[config.mk]
export PLATFORM = sky130hd
export DESIGN_NAME = board_sched
export DESIGN_NICKNAME = d
export VERILOG_FILES = /design/src/rtl/board_sched.sv
export SDC_FILE = /design/constraint.sdc
export NUM_CORES = 2
export LEC_CHECK = 0
export CORE_MARGIN = 5
export CORE_UTILIZATION = 25
export DETAILED_ROUTE_END_ITERATION = 12
export HOLD_SLACK_MARGIN = 0.05
export PLACE_DENSITY_LB_ADDON = 0.08
export SLEW_MARGIN = 20
export SYNTH_ARGS = -nofsm -noshare
export SYNTH_HDL_FRONTEND = slang
export SYNTH_SLANG_ARGS = --single-unit
[constraint.sdc]
create_clock -name clk -period 4.5 [get_ports clk]
set_input_delay 0.9 -clock clk [delete_from_list [all_inputs] [get_ports clk]]
set_output_delay 0.9 -clock clk [all_outputs]
set_load 0.05 [all_outputs]
[src/rtl/board_sched.sv]
// Snake board bitmap with a combinational renderer port and a vblank-committed write queue.
// Define BOARD_SCHED_WRAP_EN to wrap out-of-range command coordinates instead of flagging err.
module board_sched #(
  parameter int unsigned BW     = 36,
  parameter int unsigned BH     = 18,
  parameter int unsigned QDEPTH = 4
) (
  input  logic       clk,
  input  logic       rst_n,
  input  logic       vblank,
  input  logic [5:0] vga_x,
  input  logic [4:0] vga_y,
  output logic       vga_dot,
  input  logic       cmd_valid,
  output logic       cmd_ready,
  input  logic [1:0] cmd_op,
  input  logic [5:0] cmd_x,
  input  logic [4:0] cmd_y,
  output logic       rd_valid,
  output logic       rd_data,
  output logic       err,
  output logic       busy
);

  localparam int unsigned NCELL = BW * BH;
  localparam int unsigned PW    = $clog2(QDEPTH);
  localparam int unsigned CW    = PW + 1;
  localparam logic [9:0]  LAST  = 10'(NCELL - 1);

  typedef enum logic {IDLE, CLEAR} state_t;

  state_t           state, state_nx;
  logic [NCELL-1:0] board;
  logic [9:0]       q_idx [QDEPTH];
  logic             q_val [QDEPTH];
  logic [PW-1:0]    wr_ptr, rd_ptr, slot;
  logic [CW-1:0]    count, count_nx;
  logic [9:0]       clr_idx;
  logic             ready_en;

  logic [9:0] vga_idx, cmd_idx;
  logic [5:0] cx;
  logic [4:0] cy;
  logic       oor, accept, push, pop, clr_cmd, fwd_hit, fwd_val;

  assign vga_idx = 10'(vga_y) * 10'(BW) + 10'(vga_x);
  assign vga_dot = (32'(vga_x) < BW && 32'(vga_y) < BH) ? board[vga_idx] : 1'b0;

`ifdef BOARD_SCHED_WRAP_EN
  assign cx  = (32'(cmd_x) >= BW) ? cmd_x - 6'(BW) : cmd_x;
  assign cy  = (32'(cmd_y) >= BH) ? cmd_y - 5'(BH) : cmd_y;
  assign oor = 1'b0;
`else
  assign cx  = cmd_x;
  assign cy  = cmd_y;
  assign oor = (32'(cmd_x) >= BW || 32'(cmd_y) >= BH) && cmd_op != 2'b11;
`endif

  assign cmd_idx   = 10'(cy) * 10'(BW) + 10'(cx);
  assign cmd_ready = ready_en && state == IDLE && count != CW'(QDEPTH);
  assign accept    = cmd_valid && cmd_ready;
  assign push      = accept && (cmd_op == 2'b01 || cmd_op == 2'b10) && !oor;
  assign clr_cmd   = accept && cmd_op == 2'b11;
  assign pop       = state == IDLE && vblank && count != '0 && !clr_cmd;

  // Scan oldest to newest so the last match is the newest pending write.
  always_comb begin
    fwd_hit = 1'b0;
    fwd_val = 1'b0;
    slot    = '0;
    for (int unsigned i = 0; i < QDEPTH; i++) begin
      slot = rd_ptr + PW'(i);
      if (CW'(i) < count && q_idx[slot] == cmd_idx) begin
        fwd_hit = 1'b1;
        fwd_val = q_val[slot];
      end
    end
  end

  always_comb begin
    state_nx = state;
    count_nx = count + CW'(push) - CW'(pop);
    if (clr_cmd) count_nx = '0;
    case (state)
      IDLE:    if (clr_cmd) state_nx = CLEAR;
      CLEAR:   if (vblank && clr_idx == LAST) state_nx = IDLE;
      default: state_nx = IDLE;
    endcase
  end

  always_ff @(posedge clk) begin
    if (push) begin
      q_idx[wr_ptr] <= cmd_idx;
      q_val[wr_ptr] <= (cmd_op == 2'b01);
    end
  end

  always_ff @(posedge clk or negedge rst_n) begin
    if (!rst_n) begin
      board    <= '0;
      state    <= IDLE;
      count    <= '0;
      wr_ptr   <= '0;
      rd_ptr   <= '0;
      clr_idx  <= '0;
      ready_en <= 1'b0;
      rd_valid <= 1'b0;
      rd_data  <= 1'b0;
      err      <= 1'b0;
      busy     <= 1'b0;
    end else begin
      ready_en <= 1'b1;
      state    <= state_nx;
      count    <= count_nx;
      busy     <= (count_nx != '0) || (state_nx == CLEAR);
      rd_valid <= accept && cmd_op == 2'b00;
      rd_data  <= (accept && cmd_op == 2'b00 && !oor) ?
                  (fwd_hit ? fwd_val : board[cmd_idx]) : 1'b0;
      err      <= accept && oor;
      if (clr_cmd) begin
        wr_ptr <= '0;
        rd_ptr <= '0;
      end else begin
        if (push) wr_ptr <= wr_ptr + 1'b1;
        if (pop) begin
          rd_ptr               <= rd_ptr + 1'b1;
          board[q_idx[rd_ptr]] <= q_val[rd_ptr];
        end
      end
      if (state == CLEAR && vblank) begin
        board[clr_idx] <= 1'b0;
        clr_idx        <= (clr_idx == LAST) ? '0 : clr_idx + 10'd1;
      end
    end
  end

endmodule

# [Word level (Yosys, flattened, before mapping)]
# Memories as Yosys holds them, arrays and structs flattened.
# Cells that the tools add are included.
[totals] n_memories=2 mem_bits_rw=44 out_inout_bits=6 elab_cells=117 ff_bits=671 input_bits=28
[memory_table] memory="q_idx" depth=4 width=10 rd=4 rd_ports_with_merged_regs=0 wr=1 line="34" source="logic [9:0] q_idx [QDEPTH];"
[memory_table] memory="q_val" depth=4 width=1 rd=4 rd_ports_with_merged_regs=0 wr=1 line="35" source="logic q_val [QDEPTH];"
[op_classes] n_eq_ne=10 bitwise_logic=3 n_mux=34 add_sub_neg=9 n_lt_le_gt_ge=14 multipliers=2 reduce_logical=32
[op_table] op="648-bit 2-to-1 mux" n=3
[op_table] op="648-bit AND" n=1
[op_table] op="648-bit bitwise mux" n=1
[op_table] op="648-bit NOT" n=1
[op_table] op="10-bit by 11-bit < comparator with 1-bit output (second input constant)" n=4
[op_table] op="10-bit equality test" n=4
[op_table] op="1-bit logical AND" n=22
[op_table] op="10-bit by 6-bit adder with 10-bit output" n=2
[op_table] op="1-bit binary-select mux with 10-bit select" n=2
[op_table] op="1-bit demux with 10-bit select" n=2
[op_table] op="10-bit by 1-bit greater-or-equal comparator with 1-bit output (second input constant)" n=2
[op_table] op="1-bit 2-to-1 mux" n=19
[op_table] op="5-bit by 4-bit multiplier with 8-bit output (second input constant)" n=2
[op_table] op="10-bit by 1-bit adder with 10-bit output (second input constant)" n=1
[op_table] op="10-bit equality test (second input constant)" n=1
[op_table] op="10-bit 2-to-1 mux" n=1
[op_table] op="2-bit 2-to-1 mux" n=4
[op_table] op="6-bit greater-or-equal comparator (second input constant)" n=1
[op_table] op="1-bit by 3-bit < comparator with 1-bit output (first input constant)" n=2
[op_table] op="2-bit by 3-bit < comparator with 1-bit output (first input constant)" n=2
[op_table] op="6-bit < comparator (second input constant)" n=1
[op_table] op="3-bit nonzero test" n=2
[op_table] op="5-bit greater-or-equal comparator (second input constant)" n=1
[op_table] op="5-bit < comparator (second input constant)" n=1
[op_table] op="other kinds (15)" n=22

# [Logic depth before layout (Yosys ltp)]
[depth] word_depth=11 ltp_mapped=14 depth_no_buf=11

# [Worst setup path after synthesis]
# No wires, ideal clock.
[synth_path] path_kind="input -> output" start="in vga_x[2]" end="out vga_dot" required_ns=3.600 cell_stages=11 setup_slack_ns=-0.300 arrival_time_ns=3.900 n_path_buf=4 cell_sequence="ha_1 > fa_1 > buf_2 > buf_2 > clkbuf_1 > clkbuf_1 > a2111oi_0 > a31oi_1 > nand3_1 > a31o_2 > o311a_1"
[synth_between] elab_chain_len=4 word_cells_on_any_way=6 cone_classes="1 x add/sub; 1 x order compare; 3 x mux; 1 x reduce/logical"
[synth_rtl] element="start, declared" line="11" source="input logic [5:0] vga_x,"
[synth_rtl] element="10-bit by 6-bit adder with 10-bit output" line="46" source="assign vga_idx = 10'(vga_y) * 10'(BW) + 10'(vga_x);"
[synth_rtl] element="1-bit binary-select mux with 10-bit select" line="47" source="assign vga_dot = (32'(vga_x) < BW && 32'(vga_y) < BH) ? board[vga_idx] : 1'b0;"
[synth_rtl] element="1-bit 2-to-1 mux (not written as such)" line="47"
[synth_rtl] element="1-bit 2-to-1 mux *" line="47"
[synth_rtl] element="end, declared" line="13" source="output logic vga_dot,"
# Mark *: on every way between the ends. The rest lies on a longest branch, timed or not. The select of a mux whose other input is x is not followed.

# [Final worst setup path]
[layout_path] start="in vga_y[0]" end="out vga_dot"
[layout_between] elab_chain_len=5 word_cells_on_any_way=7 cone_classes="1 x add/sub; 1 x mul; 1 x order compare; 3 x mux; 1 x reduce/logical"
[layout_rtl] element="start, declared" line="12" source="input logic [4:0] vga_y,"
[layout_rtl] element="5-bit by 4-bit multiplier with 8-bit output" line="46"
[layout_rtl] element="10-bit by 6-bit adder with 10-bit output" line="46"
[layout_rtl] element="1-bit binary-select mux with 10-bit select" line="47"
[layout_rtl] element="1-bit 2-to-1 mux (not written as such)" line="47"
[layout_rtl] element="1-bit 2-to-1 mux *" line="47"
# Marked as above.

==> qor.yml <==
logic_synthesis:
  synth_xor_area_share_pct: 1.635
  ys_seq_area_share_pct: 39.50
  synth-simple-area-share_pct: 13.93
  synth_fa_ha_area_share_pct: 1.064
  synth_cell_types: 77
  synth_area_um2: 45850
  synth_compound_area_share_pct: 13.69
  synthMuxAreaShare_pct: 25.77
  synth_edf_count: 44
  synth_warnings: 0
  synthArstFlopShare_pct: 93.85
  synth_top_flop_cell: "dfrtp_1"
  synth_cells: 4381
  postSynthAreaPerCell_um2: 10.47
  ys_seq_elements: 715
  synth.net_count: 4445
  synth_top_family_by_area: "multiplexers"
status:
  outcome: "finished with violations"
  violations: "setup timing"
critical_path:
  slowest_stage: "fa_4"
  cp.required_ns: 3.60
  critPathArrivalTime_ns: 4.14
  r2r_cells: 7
  critical_path.max_fanout: 5
  startpoint_type: "input port"
  crit_path_end_kind: "primary output"
  reg2reg_slack_ns: 0.59
  slowest_delay_ns: 0.89
  r2r_end: "board[514]"
  rr_startpoint: "rd_ptr[0]"
  crit_chain: "buf_8, ha_4, fa_4, buf_12, mux4_2, mux4_2, o21ai_2, nor4_2, o311a_4, buf_12"
  critPathKind: "input port to primary output"
detailed_routing:
  final_antenna_net_count: 0
  drt-met1-wl_mm: 112.2
  vias: 41950
  post_drt_wl_per_cell_um: 37.47
  drt_pre_antenna_iters: 6
  drcViolationCount: 0
  wl_met2_mm: 121.4
  highest_layer: "met5"
  viasPerCell: 5.889
  routed_wirelength_mm: 266.9
  drtIter0Drc: 4795
  met3_length_mm: 19.42
timing:
  final_hold_viol_count: 0
  min_period_ns: 5.037
  grt_setup_unrepaired: "true"
  relSlewSlack_pct: 16.96
  fin_ws_ns: -0.5366
  hold_ws_ns: 0.1819
  finClkSkew_ns: 0.04888
  min_period_over_period_pct: 111.9
  slew_viol_final: 0
  setup_viol: 1
  worst_pin_slew_ns: 1.246
  fmax_mhz: 198.5
placement:
  gp_congestion: 0.9105
  io_buffer_count: 33
  dpl_cell_area_um2: 52590
  dp_cells: 6940
  place_ws_ns: -1.141
  hpwl_mm: 186.6
global_routing:
  grt_pass1_vias: 40950
  track_usage_pct: 27.16
  gr-total-overflow: 0
  grt_antenna_before_repair: 10
  grt_pass1_wl_mm: 364.3
  grt_max_degree: 112
clocking:
  clk_path_buf_depth: 3
  cts_root_buffer: "clkbuf_16"
  clk_latency_ns: 0.77
  tritoncts.num_buffers: 95
  ctsHtreeMaxLevel: 3
  clk_pin_slew_worst_paths_ns: 0.06
  cts_sinks: 715
  cts_tree: "yes"
die:
  die-area_um2: 192100
  fp.coreArea_um2: 182700
  rows: 157
  die_h_um: 438.3
  die_w_um: 438.3
  initial_core_util_pct: 25.10
  io_pins: 34
job:
  cap_violations: 0
cells_and_area:
  fin_cells: 7123
  design_area_um2: 55890
  drive_gt1_share_pct: 25.72
  nets: 4724
  fillCellCount: 18800
  area_growth_pct: 21.89
power:
  power_uw: 25910
  peakVddDrop_mv: 0.4915
  p_leak_uw: 0.02222
  pwr_density_cell_nw_per_um2: 463.6
hold_path:
  hold_path.class: "input port to asynchronous set/reset pin"
## flip-flops by register name, summed over array words and instances, names as in the netlist
signal    flops
err           1
q_val         4
ready_en      1
wr_ptr        2
rd_valid      1
count         3
rd_ptr        2
state         1
rd_data       1
q_idx        40
clr_idx      10
busy          1
board       648
## power breakdown
group	switching (uW)	internal (uW)	total, uW
clock network	3350	4510	7860
registers	756	7150	7910
logic	6910	3230	10100
## synthesized netlist by cell type, drive strengths merged (13+ instances only)
master	instances	share of area, %
nor2	897	7.3
dfrtp	671	37
mux4	388	19
a21oi	357	3.9
a221oi	329	6.3
mux2i	294	6.4
clkbuf	274	2.2
nand2	222	1.8
buf	167	2.0
nor3	154	1.7
a211oi	96	1.6
and2	54	0.74
nand3	47	0.51
edfxtp	44	2.9
xnor2	40	0.80
o21ai	33	0.37
ha	31	0.85
and3	28	0.38
a22oi	26	0.43
inv	23	0.19
nor2b	21	0.29
nand4	13	0.18
xor2	13	0.25
## final cells by class
type                       count  area, um2  area share [%]
multi-input combinational   3200      26020           46.55
sequential                   715      18110           32.41
timing repair buffer         623       5575           9.976
tap                         2385       2984           5.339
clock buffer                 142       2755           4.930
clock inverter                30      339.1          0.6067
inverter                      25      93.84          0.1679
antenna                        3      7.507         0.01343
## kinds of logic (layout without fill, tap and decap cells)
family / Yosys count / count (layout)
buf+inv: 466 / 820
flops: 715 / 715
fa+ha+maj: 36 / 36
other cells: 1 / 4
mux: 694 / 694
simple gates: 1498 / 1498
xor+xnor: 65 / 65
compound gates: 906 / 906
## how the worst max path moves through the flow
stage / startpoint / endpoint / slack (ns) / depth (start not counted)
final: vga_y[0] / vga_dot / -0.54 / 10
after global routing: vga_y[0] / vga_dot / -0.58 / 10
after CTS: vga_y[0] / vga_dot / -0.54 / 10
after detailed placement: vga_x[2] / vga_dot / -1.14 / 12
after global placement: vga_x[2] / vga_dot / -1.17 / 9
after floorplan: vga_x[2] / vga_dot / 0.002 / 11
## per-stage QoR
| stage | util [%] | TNS [ns] |
|---|---|---|
| after floorplan | - | 0 |
| after global placement | 28.78 | -1.536 |
| after detailed placement | 28.79 | -1.536 |
| after CTS | 30.57 | -0.5414 |
| after global routing | 30.59 | -0.5792 |
| final | 30.59 | -0.5366 |
## cells in the final DEF, fill, tap and decap left out, types with 30 or more instances in the layout
cell       synthesis  final
and2_1            51     46
a21oi_1          357    357
a221oi_1         329    329
nand3_1           47     47
mux4_2           388    388
a211oi_1          96     96
buf_4             30    529
buf_12             0     61
nor3_1           153    139
mux2i_1          294    292
edfxtp_1          44     44
nand2_1          222    219
dfrtp_1          671    669
o21ai_0           30     30
clkbuf_16          0     96
nor2_1           897    883
xnor2_1           38     36
## worst max-delay path, delay by kind of cell
family,cells,cell delay (ns)
AND/OR/NAND/NOR,1,0.07
adder cells (fa/ha/maj),2,1.04
multiplexers,2,1.13
buffers and inverters,3,0.43
AO/OA/AOI/OAI,2,0.54
## what timing repair did
action,CTS,global route
cloned,1,0
pin swaps,5,1
setup buffers,7,0
gates resized for setup,25,8
hold buffers,0,0
endpoints found under the setup margin,1,1
## metal layers
metal / global-route usage, % / vias to the layer above
met5: 0 / -
met4: 11.45 / 2
met3: 5.580 / 509
met2: 42.77 / 2046
met1: 36.33 / 22230
li1: - / 17160
No activity file was read; power rests on OpenSTA's default activity.
